`src/rtl/parity_check_arbiter.sv`:
```
// parity_check_arbiter
//
// Shares one parity-check datapath between NUM_REQ requesters. The block sits
// between serial receivers (UART/SPI front ends) and the status/interrupt
// logic.
//
// Operation:
//   - A round-robin arbiter picks one pending request while the FSM is IDLE.
//   - The winning word is captured and checked in CHECK.
//   - The result is offered on a valid/ready response port in RESP, tagged
//     with the requester id.
//
// Timing: with rsp_ready held high the FSM visits IDLE, CHECK and RESP once
// per transaction, so one word is checked every three cycles. rsp_valid
// rises on the second clock edge, counting the accept edge as the first.
//
// Optional feature (macro PARITY_ERR_CNT_EN):
//   - When defined, keeps a saturating per-requester error counter that
//     cnt_clr can zero.
//   - When undefined, err_cnt is tied to zero and no counter flops exist.

package parity_types_pkg;

    // Parity convention a requester asks for: EVEN wants an even number of
    // ones over data plus parity bit, ODD wants an odd number.
    typedef enum logic {
        EVEN = 1'b0,
        ODD  = 1'b1
    } parity_t;

endpackage

module parity_check_arbiter
    import parity_types_pkg::*;
#(
    parameter int NUM_REQ = 4,
    parameter int DATA_W  = 8,
    parameter int CNT_W   = 8
) (
    input  logic                         clk,
    input  logic                         rst_n,

    input  logic [NUM_REQ-1:0]           req_valid,
    output logic [NUM_REQ-1:0]           req_ready,
    input  logic [NUM_REQ*DATA_W-1:0]    req_data,
    input  logic [NUM_REQ-1:0]           req_par,
    input  logic [NUM_REQ-1:0]           req_type,

    output logic                         rsp_valid,
    input  logic                         rsp_ready,
    output logic [$clog2(NUM_REQ)-1:0]   rsp_id,
    output logic [DATA_W-1:0]            rsp_data,
    output logic                         rsp_err,

    input  logic                         cnt_clr,
    output logic [NUM_REQ*CNT_W-1:0]     err_cnt
);

    localparam int ID_W = $clog2(NUM_REQ);

    // One state per phase of a transaction.
    typedef enum logic [1:0] {
        IDLE  = 2'd0,
        CHECK = 2'd1,
        RESP  = 2'd2
    } state_t;

    state_t             state_q;
    state_t             state_d;

    // Round-robin pointer: the requester with the highest priority next.
    logic [ID_W-1:0]    rr_ptr;

    // Arbitration result for the current cycle.
    logic               grant_found;
    logic [ID_W-1:0]    grant_id;
    logic [ID_W:0]      cand;
    logic               accept;

    // Captured request, held while the check is in progress.
    logic [DATA_W-1:0]  cap_data;
    logic               cap_par;
    parity_t            cap_type;
    logic [ID_W-1:0]    cap_id;

    // Handshake on the response port.
    logic               rsp_fire;

    assign accept   = (state_q == IDLE) && grant_found;
    assign rsp_fire = rsp_valid && rsp_ready;

    // Round-robin search from rr_ptr upward, wrapping modulo NUM_REQ.
    //   - The loop runs from the farthest candidate down to rr_ptr itself,
    //     so the last match written is the closest one.
    //   - The wrap uses a single subtract, because rr_ptr + k never reaches
    //     2*NUM_REQ. This works for sizes that are not a power of two.
    always_comb begin
        grant_found = 1'b0;
        grant_id    = '0;
        cand        = '0;
        for (int k = NUM_REQ - 1; k >= 0; k--) begin
            cand = {1'b0, rr_ptr} + (ID_W + 1)'(k);
            if (cand >= (ID_W + 1)'(NUM_REQ)) begin
                cand = cand - (ID_W + 1)'(NUM_REQ);
            end
            if (req_valid[cand[ID_W-1:0]]) begin
                grant_found = 1'b1;
                grant_id    = cand[ID_W-1:0];
            end
        end
    end

    // The grant is shown only while IDLE, so a requester sees at most one
    // accept per transaction.
    always_comb begin
        req_ready = '0;
        if (accept) begin
            req_ready[grant_id] = 1'b1;
        end
    end

    // State register.
    always_ff @(posedge clk or negedge rst_n) begin
        if (!rst_n) begin
            state_q <= IDLE;
        end else begin
            state_q <= state_d;
        end
    end

    // Next-state logic.
    //   - CHECK always lasts exactly one cycle.
    //   - RESP waits for the consumer.
    always_comb begin
        state_d = state_q;
        case (state_q)
            IDLE: begin
                if (grant_found) begin
                    state_d = CHECK;
                end
            end
            CHECK: begin
                state_d = RESP;
            end
            RESP: begin
                if (rsp_ready) begin
                    state_d = IDLE;
                end
            end
            default: begin
                state_d = IDLE;
            end
        endcase
    end

    // Capture the winning request and advance the round-robin pointer.
    // A request that drops before the edge captures nothing and leaves the
    // pointer alone.
    always_ff @(posedge clk or negedge rst_n) begin
        if (!rst_n) begin
            rr_ptr   <= '0;
            cap_data <= '0;
            cap_par  <= 1'b0;
            cap_type <= EVEN;
            cap_id   <= '0;
        end else if (accept) begin
            cap_data <= req_data[grant_id*DATA_W +: DATA_W];
            cap_par  <= req_par[grant_id];
            cap_type <= parity_t'(req_type[grant_id]);
            cap_id   <= grant_id;
            if (grant_id == ID_W'(NUM_REQ - 1)) begin
                rr_ptr <= '0;
            end else begin
                rr_ptr <= grant_id + ID_W'(1);
            end
        end
    end

    // Compute the result in CHECK and hold it through RESP until the
    // consumer takes it.
    //   - The error is the XOR of all data bits, the received parity bit
    //     and the parity type.
    //   - The rsp_* fields keep their last value after the handshake.
    always_ff @(posedge clk or negedge rst_n) begin
        if (!rst_n) begin
            rsp_valid <= 1'b0;
            rsp_id    <= '0;
            rsp_data  <= '0;
            rsp_err   <= 1'b0;
        end else begin
            if (state_q == CHECK) begin
                rsp_valid <= 1'b1;
                rsp_id    <= cap_id;
                rsp_data  <= cap_data;
                rsp_err   <= (^cap_data) ^ cap_par ^ (cap_type == ODD);
            end else if ((state_q == RESP) && rsp_ready) begin
                rsp_valid <= 1'b0;
            end
        end
    end

`ifdef PARITY_ERR_CNT_EN

    logic [CNT_W-1:0] cnt_q [NUM_REQ];

    // Per-requester error counters.
    //   - A counter bumps on each handshaken error response for its
    //     requester and stops at all-ones.
    //   - cnt_clr wins over an increment on the same edge.
    always_ff @(posedge clk or negedge rst_n) begin
        if (!rst_n) begin
            for (int i = 0; i < NUM_REQ; i++) begin
                cnt_q[i] <= '0;
            end
        end else if (cnt_clr) begin
            for (int i = 0; i < NUM_REQ; i++) begin
                cnt_q[i] <= '0;
            end
        end else if (rsp_fire && rsp_err) begin
            for (int i = 0; i < NUM_REQ; i++) begin
                if ((rsp_id == ID_W'(i)) && (cnt_q[i] != '1)) begin
                    cnt_q[i] <= cnt_q[i] + CNT_W'(1);
                end
            end
        end
    end

    // Flatten the counters onto the output bus, requester i at lane i.
    always_comb begin
        err_cnt = '0;
        for (int i = 0; i < NUM_REQ; i++) begin
            err_cnt[i*CNT_W +: CNT_W] = cnt_q[i];
        end
    end

`else

    // Without the counter feature the bus is constant and cnt_clr has no
    // effect.
    logic unused_cnt_inputs;

    assign err_cnt           = '0;
    assign unused_cnt_inputs = cnt_clr ^ rsp_fire;

`endif

endmodule

```
`config.mk`:
```
export PLATFORM = sky130hd
export DESIGN_NAME = parity_check_arbiter
export DESIGN_NICKNAME = d
export VERILOG_FILES = /design/src/rtl/parity_check_arbiter.sv
export SDC_FILE = /design/constraint.sdc
export NUM_CORES = 1
export LEC_CHECK = 0
export ABC_AREA = 1
export CELL_PAD_IN_SITES_DETAIL_PLACEMENT = 1
export CELL_PAD_IN_SITES_GLOBAL_PLACEMENT = 1
export CORE_MARGIN = 10
export CORE_UTILIZATION = 27
export DETAILED_ROUTE_END_ITERATION = 7
export GPL_TIMING_DRIVEN = 0
export PLACE_DENSITY = 0.86
export SYNTH_ARGS = -nofsm -noshare
export SYNTH_HDL_FRONTEND = slang
export SYNTH_SLANG_ARGS = --single-unit
```
`constraint.sdc`:
```
create_clock -name clk -period 2.27 [get_ports clk]
set_input_delay 0.227 -clock clk [delete_from_list [all_inputs] [get_ports clk]]
set_output_delay 0.227 -clock clk [all_outputs]
set_load 0.005 [all_outputs]
```
==> key figures <==
Global route
  – Met3 Use GR: 2.89%
  – Met1 usage: 13.5%
  – GRT Max-Usage Layer: met2
  – GRT Total Usage: 11.9%
  – Initial antenna violation count: 0
  – First-pass GRT wire length: 11100 um
  – Vias in the first global route: 2286
  – GRT overflow: 0
  – Largest net degree at the start of global routing: 29
  – Met2 GRT Util: 20.7%

Cells and area
  – Most common cell after layout, fill and taps aside: nand2_1
  – N_diodes: 0
  – Layout Utilization: 46.1%
  – Final nets: 445
  – Share of layout cells above drive strength 1: 27.8%
  – Area growth, synth to finish: 63.3%
  – Cell Count, Final, Fillers Out: 491
  – Most frequent cells in the layout: nand2_1, clkdlybuf4s50_1, nand3_1, buf_4, conb_1

Outcome
  – Status: complete, but fails checks
  – Failing checks: hold timing

Setup path
  – Startpoint types: flip-flop
  – Slowest CP cell: dfrtp_2
  – Slowest Stage Delay on Critical Path: 500 ps
  – Critical path class: reg -> out
  – Critical Path RT: 2040 ps
  – R2R Path End: cap_data[1]
  – Flop2flop setup slack: 60 ps
  – Crit end category: primary output
  – CP max FO: 7
  – Worst EP arrival: 2040 ps
  – CP cell instances: buf_6, nand2_2, o21ai_2, nand2_1, nand2_1, inv_2, nand2_2, nand2_2, nand2_4, ha_4, inv_2, nor2_2, buf_2
  – Worst R2R Path Depth: 16
  – RR Startpoint: rr_ptr[0]
  – Most frequent CP cell: nand2_2

Floorplanning
  – Core ar.: 6910 um2
  – I/O Pins: 96
  – Die area: 11000 um2
  – Initial Util: 28.2%
  – Die height: 105 um
  – Rows: 30
  – Die span in x: 105 um

Logic synthesis
  – Synthesized area per cell: 6.94 um2
  – FF+latch count, synth: 28
  – Biggest area consumer among synthesized cells: dfrtp_1
  – Area contributors post-synth: dfrtp_1, nand2_1, nand3_1
  – Yosys top cell area share: 35.9%
  – Post-synthesis cell count: 281
  – Count of different cell masters after synthesis: 19
  – Post-synthesis instance area: 1950 um2
  – Seq/Total Area, Yosys: 35.9%
  – Syn. warnings: 0

Power and ir drop
  – Total power draw: 5.02 mW
  – Power share of the combinational group: 74.9%
  – Net Sw Power: 2.39 mW
  – Sw Share: 47.6%
  – Clock power share: 6.2%
  – Lkg Pwr: 1.60 nW
  – Worst VDD drop: 0.612 mV
  – PD cells: 1580 nW/um2
  – Internal: 2.63 mW
  – Sequential power share: 18.9%

CTS
  – Worst skew pair latency: 280 ps
  – Worst-path clk slew: 90 ps
  – TritonCTS buffer count: 3
  – CTS max path bufs: 2
  – Htree depth: 1
  – TritonCTS clock tree: done
  – Root Buffer: clkbuf_8
  – Sink Count: 28

STA
  – RSZ-0062 raised after global routing: yes
  – Slew margin rel.: 58.1%
  – Tcrit/Tclk final: 99.8%
  – Worst slew pin tran: 629 ps
  – Final setup vio count: 0
  – Clock Skew: 2.34 ps
  – Final hold violations: 28
  – Tmin final: 2260 ps
  – F_max: 442 MHz
  – Hold slack: -40.8 ps
  – Max Slew Vio Count: 0

Detailed routing
  – Drt first-iter violations: 70
  – Final ANT Viol Nets: 0
  – WL/cell: 14.8 um
  – Residual DRC: 0
  – DRT Pass-1 Iters: 4
  – Via-to-Cell Ratio: 4.26
  – Routed vias: 2093
  – Drt total wl: 7250 um

Placement
  – Placed cells: 470
  – HPWL after DPL: 5500 um
  – Count of buffers from port buffering: 62
  – GPL Wtd Cong: 0.770

Hold path
  – Worst hold path type: in -> async

Job
  – Max-cap viol count: 0
## critical path: cells and delay by family, from the launching register on
kind | cells | cell delay (ps)
AO/OA/AOI/OAI | 1 | 80
adder cells (fa/ha/maj) | 1 | 140
buffers and inverters | 4 | 410
flip-flops | 1 | 500
AND/OR/NAND/NOR | 7 | 620
## state kept, by name, summed over array words and instances (netlist names)
register   count
state_q        2
rsp_id         2
rr_ptr         2
cap_data       8
rsp_valid      1
rsp_err        1
cap_par        1
cap_id         2
rsp_data       8
cap_type       1
## how the worst max path moves through the flow
stage / start / end / slack, ps / depth (start not counted)
final: rr_ptr[0] / req_ready[3] / 5 / 13
after global routing: rr_ptr[0] / req_ready[3] / -110 / 13
after CTS: rr_ptr[0] / req_ready[3] / -40 / 12
after detailed placement: req_valid[3] / req_ready[3] / -770 / 12
after global placement: req_valid[3] / req_ready[3] / -600 / 12
after floorplan: rr_ptr[0] / req_ready[3] / 500 / 10
## synth_stat cells
| cell | n |
|---|---|
| buf_2 | 7 |
| buf_4 | 32 |
| buf_6 | 3 |
| clkbuf_1 | 3 |
| clkinv_1 | 1 |
| conb_1 | 1 |
| dfrtp_1 | 28 |
| ha_1 | 1 |
| inv_1 | 17 |
| inv_2 | 1 |
| nand2_1 | 96 |
| nand2_2 | 1 |
| nand3_1 | 59 |
| nor2_1 | 9 |
| o21ai_0 | 11 |
| o21ai_1 | 1 |
| or2_2 | 1 |
| xnor2_1 | 8 |
| xor2_1 | 1 |
## repair_timing
| action | in CTS | in global routing |
|---|---|---|
| cloned | 1 | 0 |
| hold buffers | 0 | 0 |
| setup endpoints to repair | 4 | 4 |
| endpoints found under the hold margin | 0 | 0 |
| pin swaps | 7 | 20 |
| setup buffers | 4 | 13 |
| gates resized for setup | 30 | 48 |
## layer usage
metal	up-vias	share of wire (%)
met3	9	5.8
met2	63	49
met1	969	43
li1	1052	-
met4	0	2.0
met5	-	0
## area by class of cell
type / count / area, um2
flip-flops and latches: 28 / 703
fillers: 890 / 3720
multi-input cells: 220 / 1160
clock buffers: 4 / 55.1
repair buffers: 80 / 747
plain buffers: 44 / 327
well taps: 96 / 120
inverters: 19 / 73.8
## logic make-up (layout without fill, tap and decap cells)
| logic type | after synthesis | in the layout | synth area share (%) |
|---|---|---|---|
| buffers and inverters | 64 | 147 | 20.1 |
| AOI/OAI and AO/OA | 12 | 12 | 3.08 |
| DFF | 28 | 28 | 35.9 |
| other | 1 | 32 | 0.192 |
| xor gates and xnor gates | 9 | 9 | 4.04 |
| adders and majority gates | 1 | 1 | 0.642 |
| and+or+nand+nor | 166 | 166 | 36.0 |
## through the flow
stage | TNS (ps) | cell area [um2] | worst slack, ps
after floorplan | 0 | 2070 | 503
after global placement | -1850 | 2810 | -598
after detailed placement | -3140 | 2810 | -773
after CTS | -40.9 | 2930 | -40.9
after global routing | -582 | 3180 | -106
final | 0 | 3180 | 5.32
## power by group through the flow
stage                     combinational (mW)  sequential, mW  clock, mW
after floorplan                         1.95           0.911          0
after global placement                  2.74           0.926          0
after detailed placement                2.88           0.942          0
after CTS                               3.07           0.948      0.318
after global routing                    4.16           0.986      0.327
final                                   3.76           0.950      0.309
Power figures use the tool's default switching activity.
==> patch 1 (config.mk and constraints unchanged) <==
Build with the macro `PARITY_ERR_CNT_EN` defined.
--- a/src/rtl/parity_check_arbiter.sv
+++ b/src/rtl/parity_check_arbiter.sv
@@ -18,6 +18,8 @@
 //   - When defined, keeps a saturating per-requester error counter that
 //     cnt_clr can zero.
 //   - When undefined, err_cnt is tied to zero and no counter flops exist.
+
+`define PARITY_ERR_CNT_EN
 
 package parity_types_pkg;
 
Behaviour: not the same (a bounded check fails within 4 cycles, from zero or initial values and one cycle with rst_n low).
==> patch 1 against the unedited design <==
The flow still finishes with violations (hold timing). Routed wire length is 75% higher. Total power is 39% higher. Non-clock buffer count is 7 higher. Final area is 69% higher. Sequential cell count is 32 higher. Worst setup slack worse by 0.0022 ns. Via count is 82% higher. Area after synthesis is 85% higher. Die area is 66% higher. Core utilization is 5.1 points lower. Combinational power is 10% higher. Largest cell class unchanged.
==> patch 1: results (changes against the unedited design) <==
synth:
  post_synth_num_cell_types: 26  # +7
  synthXorXnorAreaFrac: 0.0365  # -0.00393
  yosys-top-cells-area: "dfrtp_1 (42%), nand2_1 (16%), nand3_1 (9.2%)"
  netlist_area_um2: 3600  # +85%
  ys_seq_elements: 60  # +110%
  yosys.area_share.adder: 0.0174  # +0.0110
  postSynthCellCount: 508  # +81%
  synth-seq-area-share: 0.417  # +0.0578
  synth_compound_area_frac: 0.0699  # +0.0391
placement:
  dp_slack_ns: -0.403  # +0.370 ns
  place.gp.congestion: 0.868  # +13%
  io_buffers: 95  # +53%
  dp_hpwl_mm: 9.74  # +77%
  dpl.cell_count: 780  # +66%
status:
  status: "finished with violations"
  violations: "hold timing"
sta:
  finalHoldWorstSlack_ns: -0.00728  # +0.0336 ns
  hold_viol: 5  # -82%
  worstMarginPinSlew_ns: 0.804  # +0.175 ns
global_route:
  grt_pass1_vias: 4188  # +83%
  globalRouteMet3Util: 0.0397  # +0.0108
  use_met2: 0.241  # +0.0339
  grt_pass1_wl_mm: 20.2  # +82%
  grt_util_all_layers: 0.133  # +0.0139
  met1_usage: 0.144  # +0.00834
  grt_max_degree: 35  # +21%
layout:
  postLayoutCoreUtil: 0.410  # -0.0511
  stdcell_count: 814  # +66%
  fin_nets: 687  # +54%
  clock_tree_area_fraction: 0.0502  # +0.0329
  n_all_inverters: 84  # +65
  num-multi-input-gates: 348  # +58%
  regArea_um2: 1500  # +110%
  final.clkbuf_count: 13  # +9
  nonClkBufAreaFrac: 0.228  # -0.109
  multi_input_area_um2: 1840  # +59%
worst_setup_path:
  crit_fanout: 5  # -2
pwr:
  switching_share: 0.428  # -0.0475
  ir_drop_mv: 0.706  # +15%
  p_leak_nw: 2.58  # +61%
drt:
  drtIter0Drc: 193  # +180%
  met3WireLength_um: 812  # +92%
  viasPerCell: 4.68  # +9.8%
  wl_met1_mm: 5.26  # +69%
  wl_met2_mm: 6.47  # +81%
  routedWlPerCell_um: 15.6  # +5.7%
cts:
  clockBufferDepth: 2  # unchanged
  h-tree-depth: 3  # +2
  clockRootBuffer: "clkbuf_16"
  clk_pin_slew_ns: 0.05  # -0.04 ns
  clk_latency_ns: 0.32  # +0.04 ns
==> patch 1: cell types whose count changed after synthesis, moves of 12 or more <==
cell	unedited run	this run
inv_1	17	79
nand2_1	96	154
buf_4	32	0
dfrtp_1	28	60
nor2_1	9	30
nor3_1	0	14
a21oi_1	0	13
o21ai_0	11	23
==> patch 1: critical path: stages, from the launching register on <==
cell     delay, ns
dfrtp_2       0.44
buf_8         0.16
o21ai_4       0.17
nand2_2       0.09
nand2_2       0.09
nand3_2       0.09
nand2_1       0.10
nand2_2       0.08
nand2_4       0.11
ha_4          0.14
inv_2         0.04
nor2_4        0.10
buf_6         0.11
==> patch 1: power by group through the flow <==
stage / clock (mW) / combinational (mW) / sequential, mW
2_1_floorplan: 0 / 2.20 / 1.55
3_3_place_gp: 0 / 3.10 / 1.58
3_5_place_dp: 0 / 3.26 / 1.60
4_1_cts: 1.26 / 3.64 / 1.60
5_1_grt: 1.31 / 4.63 / 1.64
6_report: 1.24 / 4.15 / 1.60
==> patch 1: what timing repair did <==
action,4_1_cts,5_1_grt
gates resized for setup,36,38
cloned,1,0
endpoints found under the setup margin,4,4
pin swaps,8,22
hold buffers,0,0
buffers inserted,8,12
==> patch 1: path summary, 6_finish.rpt <==
| kind | end | slack, ns | from | cells after the start |
|---|---|---|---|---|
| setup / recovery | req_ready[3] | 0.003 | rr_ptr[0] | 12 |
| hold / removal | err_cnt[5] | -0.007 | rst_n | 1 |
| setup reg to reg | cap_data[0] | 0.14 | rr_ptr[0] | 15 |
| hold reg to reg | rsp_data[6] | 0.48 | rsp_data[6] | 2 |
| max in group asynchronous | rr_ptr[0] | 1.64 | rst_n | 2 |
| min in group clk | rsp_data[6] | 0.48 | rsp_data[6] | 2 |
==> patch 2 (config.mk and constraints unchanged) <==
Without the edit above. The 3 states of `state_t` get a one-hot encoding in 3 bits.
--- a/src/rtl/parity_check_arbiter.sv
+++ b/src/rtl/parity_check_arbiter.sv
@@ -59,10 +59,10 @@
     localparam int ID_W = $clog2(NUM_REQ);
 
     // One state per phase of a transaction.
-    typedef enum logic [1:0] {
-        IDLE  = 2'd0,
-        CHECK = 2'd1,
-        RESP  = 2'd2
+    typedef enum logic [2:0] {
+        IDLE  = 3'b001,
+        CHECK = 3'b010,
+        RESP  = 3'b100
     } state_t;
 
     state_t             state_q;
Formal check against the unedited RTL: no difference found for any inputs over 10 cycles, from zero or initial values and one cycle with rst_n low; not proved beyond that.
==> patch 2 against the unedited design <==
Sequential cell count grew 1. Final area grew 5.4%. Routed wire length grew 5.7%. The flow still finishes with violations (hold timing). Worst setup slack gained 0.030 ns. Via count grew 9.3%. Maximum frequency grew 1.3%. Clock skew grew 0.0018 ns. Largest power group unchanged. Combinational power grew 3%. Area after synthesis grew 12%. Total power grew 5.6%. Synthesized cell count grew 13%.
==> patch 2: results (changes against the unedited design) <==
status:
  violations: "hold timing"
  status: "finished with violations"
global_route:
  grt_max_degree: 30  # +3.4%
  grt_pass1_wl_mm: 11.5  # +4.1%
  grt_pass1_vias: 2465  # +7.8%
  grt_util_all_layers: 0.119  # +0.000738
synth:
  postSynthCellCount: 318  # +13%
  synth_compound_area_frac: 0.0188  # -0.0120
  post_synth_num_cell_types: 24  # +5
  yosys-top-cells-count: "nand2_1 (96), inv_1 (55), nand3_1 (49)"
  yosys-top-cells-area: "dfrtp_1 (32%), nand2_1 (16%), buf_4 (12%)"
  synthMuxAreaShare: 0.0514  # +0.0514
  yosys.area_share.adder: 0.00571  # -0.000711
  synth-seq-area-share: 0.332  # -0.0278
  synthXorXnorAreaFrac: 0.0360  # -0.00448
worst_setup_path:
  critPathArrivalTime_ns: 2.01  # -0.03 ns
  r2r-start: "rr_ptr[0]"
  ff2ff_setup_slack_ns: 0.14  # +0.08 ns
  crit_fanout: 10  # +3
layout:
  fin_nets: 476  # +7.0%
  top_regs: "cap_data x8, rsp_data x8, state_q x3"
pwr:
  p_leak_nw: 1.84  # +15%
  ir_drop_mv: 0.585  # -4.5%
cts:
  clk_pin_slew_ns: 0.07  # -0.02 ns
  h-tree-depth: 2  # +1
  cts_inserted_buffers: 5  # +2
drt:
  viasPerCell: 4.32  # +1.3%
  dr_total_vias: 2288  # +9.3%
  drtIter0Drc: 41  # -41%
placement:
  place.gp.congestion: 0.830  # +7.8%
  placedInstanceArea_um2: 3060  # +8.9%
  dp_slack_ns: -0.477  # +0.297 ns
  dpl.cell_count: 513  # +9.1%
sta:
  finalHoldWorstSlack_ns: -0.0479  # -0.00708 ns
  hold_viol: 28  # unchanged
  fin_skew_ns: 0.00416  # +0.00182 ns
flow_run:
  max_cap_violations: 0  # unchanged
[patch 2: final timing paths]
check	endpoint	cells past startpoint
worst max register to register	cap_data[5]	15
min in group clk	rsp_valid	2
worst max-delay path	req_ready[3]	11
max in group asynchronous	rr_ptr[1]	1
worst min register to register	rsp_valid	2
worst min-delay path	cap_id[0]	1
[patch 2: where the power goes]
part / internal, mW / switching, mW
Clock: 0.211 / 0.201
Sequential: 0.798 / 0.213
Combinational: 1.66 / 2.22
[patch 2: kinds of logic (layout without fill, tap and decap cells)]
logic type,after synthesis,in the layout
muxes,10,10
adders and majority gates,1,1
AOI/OAI and AO/OA,7,7
and+or+nand+nor,160,160
other,1,32
DFF,29,29
xor gates and xnor gates,9,9
buffers and inverters,101,180
[patch 2: timing repair]
item,4_1_cts,5_1_grt
pin swaps,12,15
setup buffers,8,3
hold buffers,0,0
gates resized for setup,39,33
endpoints found under the setup margin,4,6
[patch 2: layer usage]
layer | vias up | part of all wire | routed length [um] | GRT usage
met1 | 1072 | 0.36 | 2760 | 0.117
li1 | 1118 | - | - | -
met3 | 22 | 0.069 | 532 | 0.0313
met4 | 0 | 0.035 | 270 | 0.0587
met5 | - | 0 | 0 | 0
met2 | 76 | 0.53 | 4100 | 0.227
[patch 2: layout make-up]
cell class	count	area [um^2]
inverters	58	230
multi-input cells	219	1200
repair buffers	73	682
plain buffers	41	303
flip-flops and latches	29	729
well taps	102	128
clock buffers	5	68.8
clock inverters	3	17.5
fillers	1007	4450
[patch 2: worst max-delay path, stage by stage (launching register included)]
cell	delay [ns]
dfrtp_2	0.46
clkinv_4	0.15
nand2_2	0.09
nand2_2	0.07
nand2_2	0.09
nand2_1	0.09
nor2_1	0.15
nand3_2	0.14
nand2_4	0.12
buf_4	0.18
nor2_2	0.06
buf_2	0.12
